### src/rtl/rally_sequencer.sv
// Rally sequencer for a two-player volley game: serve, touch-count faults,
// ground scoring, post-point pause and end-of-match handling.
module rally_sequencer #(
    parameter int NET_X        = 512,
    parameter int WIN_SCORE    = 15,
    parameter int MAX_TOUCH    = 3,
    parameter int PAUSE_FRAMES = 120,
    parameter int P1_SERVE_X   = 200,
    parameter int P2_SERVE_X   = 824
) (
    input  logic        pclk,
    input  logic        rst,
    input  logic        frame_tick,
    input  logic        pl1_click,
    input  logic        pl2_click,
    input  logic        pl1_col,
    input  logic        pl2_col,
    input  logic        gnd_col,
    input  logic [11:0] ball_xpos,
    output logic [2:0]  state,
    output logic        ball_hold,
    output logic        ball_freeze,
    output logic        serve_side,
    output logic [11:0] serve_posx,
    output logic [4:0]  score_p1,
    output logic [4:0]  score_p2,
    output logic        point_pulse,
    output logic        endgame,
    output logic        winner
);

    localparam int PW = $clog2(PAUSE_FRAMES + 1);
    localparam logic [PW-1:0] PAUSE_L = PW'(PAUSE_FRAMES);
    localparam logic [11:0]   NET_L   = 12'(NET_X);
    localparam logic [4:0]    WIN_L   = 5'(WIN_SCORE);
    localparam logic [3:0]    MAXT_L  = 4'(MAX_TOUCH);

    typedef enum logic [2:0] {
        S_SERVE = 3'd0,
        S_PLAY  = 3'd1,
        S_POINT = 3'd2,
        S_OVER  = 3'd3
    } state_t;

    state_t          state_q, state_d;
    logic [2:0]      t1_q, t2_q, t1_d, t2_d;
    logic [PW-1:0]   pause_q;
    logic [4:0]      s1_q, s2_q;
    logic            serve_q, scorer_q, winner_q, pulse_q;
    logic [4:0]      hist_q, now, ev;
    logic            award, award_p2;
    logic [3:0]      t1_inc, t2_inc;

    // Bit order: gnd_col, pl2_col, pl1_col, pl2_click, pl1_click.
    assign now    = {gnd_col, pl2_col, pl1_col, pl2_click, pl1_click};
    assign ev     = now & ~hist_q;
    assign t1_inc = {1'b0, t1_q} + 4'd1;
    assign t2_inc = {1'b0, t2_q} + 4'd1;

    always_comb begin
        state_d  = state_q;
        award    = 1'b0;
        award_p2 = 1'b0;
        t1_d     = t1_q;
        t2_d     = t2_q;
        case (state_q)
            S_SERVE: begin
                if (serve_q ? ev[1] : ev[0]) state_d = S_PLAY;
            end
            S_PLAY: begin
                // Ground outranks a simultaneous touch fault.
                if (ev[4]) begin
                    award    = 1'b1;
                    award_p2 = (ball_xpos < NET_L);
                end else if (ev[2] && !ev[3]) begin
                    t1_d = t1_inc[2:0];
                    t2_d = 3'd0;
                    if (t1_inc > MAXT_L) begin
                        award    = 1'b1;
                        award_p2 = 1'b1;
                    end
                end else if (ev[3] && !ev[2]) begin
                    t2_d = t2_inc[2:0];
                    t1_d = 3'd0;
                    if (t2_inc > MAXT_L) award = 1'b1;
                end
                if (award) state_d = S_POINT;
            end
            S_POINT: begin
                if (pause_q == '0)
                    state_d = ((scorer_q ? s2_q : s1_q) == WIN_L) ? S_OVER : S_SERVE;
            end
            S_OVER: begin
                if (ev[0] || ev[1]) state_d = S_SERVE;
            end
            default: state_d = S_SERVE;
        endcase
    end

    always_ff @(posedge pclk) begin
        if (!rst) begin
            state_q  <= S_SERVE;
            t1_q     <= 3'd0;
            t2_q     <= 3'd0;
            pause_q  <= '0;
            s1_q     <= 5'd0;
            s2_q     <= 5'd0;
            serve_q  <= 1'b0;
            scorer_q <= 1'b0;
            winner_q <= 1'b0;
            pulse_q  <= 1'b0;
            hist_q   <= 5'd0;
        end else begin
            state_q <= state_d;
            hist_q  <= now;
            pulse_q <= award;
            if (state_q == S_SERVE && state_d == S_PLAY) begin
                t1_q <= 3'd0;
                t2_q <= 3'd0;
            end
            if (state_q == S_PLAY) begin
                t1_q <= t1_d;
                t2_q <= t2_d;
                if (award) begin
                    scorer_q <= award_p2;
                    serve_q  <= award_p2;
                    pause_q  <= PAUSE_L;
                    if (award_p2 && s2_q < WIN_L) s2_q <= s2_q + 5'd1;
                    if (!award_p2 && s1_q < WIN_L) s1_q <= s1_q + 5'd1;
                end
            end
            if (state_q == S_POINT) begin
                if (frame_tick && pause_q != '0) pause_q <= pause_q - 1'b1;
                if (state_d == S_OVER) winner_q <= scorer_q;
            end
            if (state_q == S_OVER && state_d == S_SERVE) begin
                s1_q    <= 5'd0;
                s2_q    <= 5'd0;
                serve_q <= ~winner_q;
            end
        end
    end

    // point_pulse is a one-cycle strobe with no back-pressure; scores and
    // serve_side already hold their new values in the same cycle.
    assign state       = state_q;
    assign ball_hold   = (state_q == S_SERVE) || (state_q == S_OVER);
    assign ball_freeze = (state_q == S_POINT);
    assign serve_side  = serve_q;
    assign serve_posx  = serve_q ? 12'(P2_SERVE_X) : 12'(P1_SERVE_X);
    assign score_p1    = s1_q;
    assign score_p2    = s2_q;
    assign point_pulse = pulse_q;
    assign endgame     = (state_q == S_OVER);
    assign winner      = winner_q;

endmodule
### config.mk
export PLATFORM = sky130hd
export DESIGN_NAME = rally_sequencer
export DESIGN_NICKNAME = d
export VERILOG_FILES = /design/src/rtl/rally_sequencer.sv
export SDC_FILE = /design/constraint.sdc
export NUM_CORES = 1
export LEC_CHECK = 0
export CAP_MARGIN = 20
export CORE_ASPECT_RATIO = 0.7
export CORE_MARGIN = 1
export CORE_UTILIZATION = 29
export CTS_BUF_LIST = sky130_fd_sc_hd__clkbuf_4
export CTS_CLUSTER_SIZE = 40
export DETAILED_ROUTE_END_ITERATION = 10
export GPL_ROUTABILITY_DRIVEN = 0
export GPL_TIMING_DRIVEN = 0
export SLEW_MARGIN = 15
export SYNTH_ARGS = -nofsm -noshare
export SYNTH_HDL_FRONTEND = slang
export SYNTH_SLANG_ARGS = --single-unit
### constraint.sdc
create_clock -name pclk -period 2.15 [get_ports pclk]
set_input_delay 0.43 -clock pclk [delete_from_list [all_inputs] [get_ports pclk]]
set_output_delay 0.43 -clock pclk [all_outputs]
set_load 0.02 [all_outputs]
==> impl_table.tex, run 1 <==
\begin{tabular}{lr}
\hline
Metric & Value \\
\hline
\multicolumn{2}{l}{\textbf{Synthesis}} \\
Mean Syn Cell Area & 8.69 µm² \\
Post-synth top area share & 0.371 \\
Fraction of registers with async set/reset & 0 \\
EDFF count, synth & 0 \\
Synthesized area & 1890 µm² \\
Most used flip-flop cell after synthesis & dfxtp\_1 \\
Count of state elements after synthesis & 35 \\
Commonest cells in the synthesized netlist & dfxtp\_1 (35), nor2\_1 (18), o21ai\_0 (13), nand2\_1 (12) \\
Count leader, synth & dfxtp\_1 \\
Sequential element share of the synthesized area & 0.371 \\
Warnings, synthesis & 0 \\
Count of distinct cell types in the synthesized netlist & 52 \\
Synthesized instance count & 217 \\
Area contributors post-synth & dfxtp\_1 (37\%), ha\_1 (4.6\%), buf\_4 (4.4\%) \\
Cell taking the most area after synthesis & dfxtp\_1 \\
\multicolumn{2}{l}{\textbf{Global route}} \\
Initial antenna violation count & 0 \\
Overall track demand over capacity in global routing & 0.134 \\
Remaining global-route overflow & 0 \\
Largest net degree at the start of global routing & 12 \\
Wire length of the first global-routing pass & 7.29 mm \\
Vias in the first global route & 1491 \\
\multicolumn{2}{l}{\textbf{STA}} \\
Worst rel slew slack & 0.590 \\
Post-Route Skew & 0.0279 ns \\
Post-route clock period utilization & 0.945 \\
Max Fclk & 492 MHz \\
Smallest hold slack & 0.506 ns \\
Setup ws final & 0.119 ns \\
Slew @ Worst Pin & 0.614 ns \\
Count of final setup violators & 0 \\
Final count of pins violating max slew & 0 \\
Hold violation total from the final report & 0 \\
Post-route minimum period & 2.03 ns \\
\multicolumn{2}{l}{\textbf{CTS}} \\
Insertion delay of the later-clocked pin in the worst-skew pair & 0.35 ns \\
Post-CTS setup buffer count & 0 \\
Buffers from clock root to sink, at most & 2 \\
CTS tree & built \\
Num Clock Sinks & 35 \\
CTS root buffer & clkbuf\_4 \\
Number of CTS-inserted buffers & 5 \\
Clk pin slew, worst setup/hold paths & 0.13 ns \\
H-Tree Depth & 2 \\
\# hold bufs at CTS & 0 \\
\multicolumn{2}{l}{\textbf{Routing}} \\
DRC violation count after routing & 2 \\
Total number of vias & 1630 \\
Wire length per cell after detailed routing & 12.6 µm \\
Post-route antenna net violation count & 0 \\
Iteration-0 DRC count of the detailed router & 75 \\
Detailed-router iteration count before antenna repair & 7 \\
Mean number of vias per cell & 4.75 \\
Routed Wire Length & 4.33 mm \\
\multicolumn{2}{l}{\textbf{Run}} \\
Max cap viols & 0 \\
\multicolumn{2}{l}{\textbf{Placement}} \\
Placed instance area & 2350 µm² \\
Worst Setup Slack post-DPL & -0.489 ns \\
Hpwl dp & 3.21 mm \\
Cells after DPL & 335 \\
Input/output buffers & 35 \\
\multicolumn{2}{l}{\textbf{Floorplanning}} \\
Top-level I/O count & 51 \\
Die area & 6840 µm² \\
Die Wd & 98.4 µm \\
FP Rows & 24 \\
Die Y-Extent & 69.5 µm \\
Initial Util & 0.302 \\
Core area & 6250 µm² \\
\multicolumn{2}{l}{\textbf{Layout}} \\
Antenna diodes & 0 \\
Fraction of layout cells with a size suffix above 1 & 0.140 \\
Sequential cell area & 704 µm² \\
Cell area after layout & 2450 µm² \\
Total of fill cells in the finished design & 637 \\
Layout area overhead & 29.6\% \\
Multi-input combinational cell area & 1100 µm² \\
Cell Count, Final, Fillers Out & 343 \\
\# nets final & 291 \\
\multicolumn{2}{l}{\textbf{Pwr}} \\
Worst-case vdd ir drop & 264 µV \\
Clock share of power & 0.304 \\
Relative contribution of combinational cells to total power & 0.119 \\
Net switching fraction of the power & 0.271 \\
Share of total power in sequential cells & 0.577 \\
Leak Pwr & 0.973 nW \\
Switching Power & 0.000311 W \\
Internal power consumption & 0.000840 W \\
Total power divided by cell area & 471 nW/µm² \\
\multicolumn{2}{l}{\textbf{Worst hold path}} \\
Path class of the lowest-slack min-delay path & reg2reg \\
Hold path depth & 2 \\
\multicolumn{2}{l}{\textbf{Setup path}} \\
Type of the setup path with the least slack & in2reg \\
Largest fanout on the critical path & 8 \\
Crit path launch type & primary input \\
Endpoint kind of the worst setup timing path & flip-flop \\
Req. time, crit path & 2.42 ns \\
Arrival time at the worst endpoint & 2.30 ns \\
Number of cell instances on the worst register-to-register path & 6 \\
\multicolumn{2}{l}{\textbf{Run status}} \\
Violated checks & design-rule violations \\
Result of the run & finished with violations \\
\hline
\end{tabular}
-- layout make-up --
| class | instances | area share |
|---|---|---|
| clock inverter | 3 | 0.00614 |
| sequential | 35 | 0.288 |
| buffer | 16 | 0.0450 |
| clock buffer | 5 | 0.0153 |
| inverter | 9 | 0.0138 |
| timing repair buffer | 35 | 0.140 |
| multi-input combinational | 162 | 0.452 |
| tap | 78 | 0.0399 |
-- layout by cell type (no fill, tap or decap), drive strengths merged, types with 3 or more instances in the layout --
| master | count |
|---|---|
| dfxtp | 35 |
| clkdlybuf4s50 | 32 |
| nor2 | 19 |
| o21ai | 14 |
| buf | 13 |
| nand2 | 12 |
| and2 | 11 |
| nand3 | 10 |
| inv | 9 |
| clkbuf | 9 |
| nor2b | 7 |
| nand2b | 7 |
| conb | 7 |
| ha | 7 |
| nor3 | 7 |
| a21oi | 6 |
| mux2i | 5 |
| o311a | 4 |
| o21a | 4 |
| o22ai | 4 |
| nor3b | 4 |
| nand4 | 3 |
| a21boi | 3 |
-- sequential cells by signal, summed over array words and instances (netlist names), 3 cells and up --
signal,flops
pause_q,7
state,3
t2_q,3
score_p1,5
hist_q,5
t1_q,3
score_p2,5
-- stage by stage --
stage	TNS (ns)	util	total power, W
2_1_floorplan	0	-	0.000760
3_3_place_gp	-9.86	0.377	0.000808
3_5_place_dp	-9.70	0.377	0.000808
4_1_cts	0	0.388	0.00116
5_1_grt	-0.0354	0.392	0.00121
6_report	0	0.392	0.00115
-- kinds of logic (layout without fill, tap and decap cells) --
| logic type | after synthesis | count (layout) | synth area share |
|---|---|---|---|
| AND/OR/NAND/NOR | 93 | 93 | 0.280 |
| buffers and inverters | 25 | 68 | 0.0763 |
| adder cells (fa/ha/maj) | 7 | 7 | 0.0464 |
| flip-flops | 35 | 35 | 0.371 |
| other | 2 | 7 | 0.00398 |
| multiplexers | 5 | 5 | 0.0265 |
| AO/OA/AOI/OAI | 47 | 47 | 0.182 |
| XOR/XNOR | 3 | 3 | 0.0139 |
-- power groups by stage --
stage	clock network, W	logic [W]	registers, W
6_report	0.000350	0.000137	0.000665
5_1_grt	0.000390	0.000149	0.000667
4_1_cts	0.000364	0.000133	0.000665
3_5_place_dp	0	0.000129	0.000679
3_3_place_gp	0	0.000129	0.000679
2_1_floorplan	0	0.0000802	0.000680
-- per-layer routing --
metal	vias to the layer above	global-route usage	share of wire
li1	856	-	-
met1	730	0.199	0.55
met2	37	0.188	0.40
met3	7	0.0323	0.041
met4	0	0.0398	0.012
met5	-	0	0
-- worst paths after layout --
kind	start	endpoint	slack (ns)
worst min-delay path	score_p1[4]	score_p1[4]	0.51
worst max-delay path	pl1_col	serve_side	0.12
worst min register to register	score_p1[4]	score_p1[4]	0.51
worst max register to register	t2_q[0]	pause_q[5]	0.14
-- what timing repair did --
item                                    CTS  global route
pin swaps                                 1             3
gates resized for setup                   9             8
endpoints found under the setup margin   18            17
-- worst max-delay path: stages --
cell             delay, ns
clkdlybuf4s50_1       0.47
nand2b_1              0.07
inv_1                 0.10
ha_4                  0.18
o21ai_0               0.14
a311oi_2              0.27
o21ai_0               0.18
nor2b_1               0.18
a221oi_2              0.27
Power figures use the tool's default switching activity.
==> run 2: changes to the inputs <==
--- a/config.mk
+++ b/config.mk
@@ -10,9 +10,10 @@
 export CORE_MARGIN = 1
 export CORE_UTILIZATION = 29
 export CTS_BUF_LIST = sky130_fd_sc_hd__clkbuf_4
+export CTS_CLUSTER_DIAMETER = 150
 export CTS_CLUSTER_SIZE = 40
 export DETAILED_ROUTE_END_ITERATION = 10
-export GPL_ROUTABILITY_DRIVEN = 0
+export GPL_ROUTABILITY_DRIVEN = 1
 export GPL_TIMING_DRIVEN = 0
 export SLEW_MARGIN = 15
 export SYNTH_ARGS = -nofsm -noshare
==> results of run 2 <==
Same layout as run 1: the final DEF is identical, and so are final timing and power.
==> run 3: changes to the inputs <==
--- a/config.mk
+++ b/config.mk
@@ -15,7 +15,7 @@
 export DETAILED_ROUTE_END_ITERATION = 10
 export GPL_ROUTABILITY_DRIVEN = 1
 export GPL_TIMING_DRIVEN = 0
-export SLEW_MARGIN = 15
 export SYNTH_ARGS = -nofsm -noshare
 export SYNTH_HDL_FRONTEND = slang
 export SYNTH_SLANG_ARGS = --single-unit
+export TNS_END_PERCENT = 30
==> results of run 3 <==
Same layout as run 1: the final DEF is identical, and so are final timing and power.
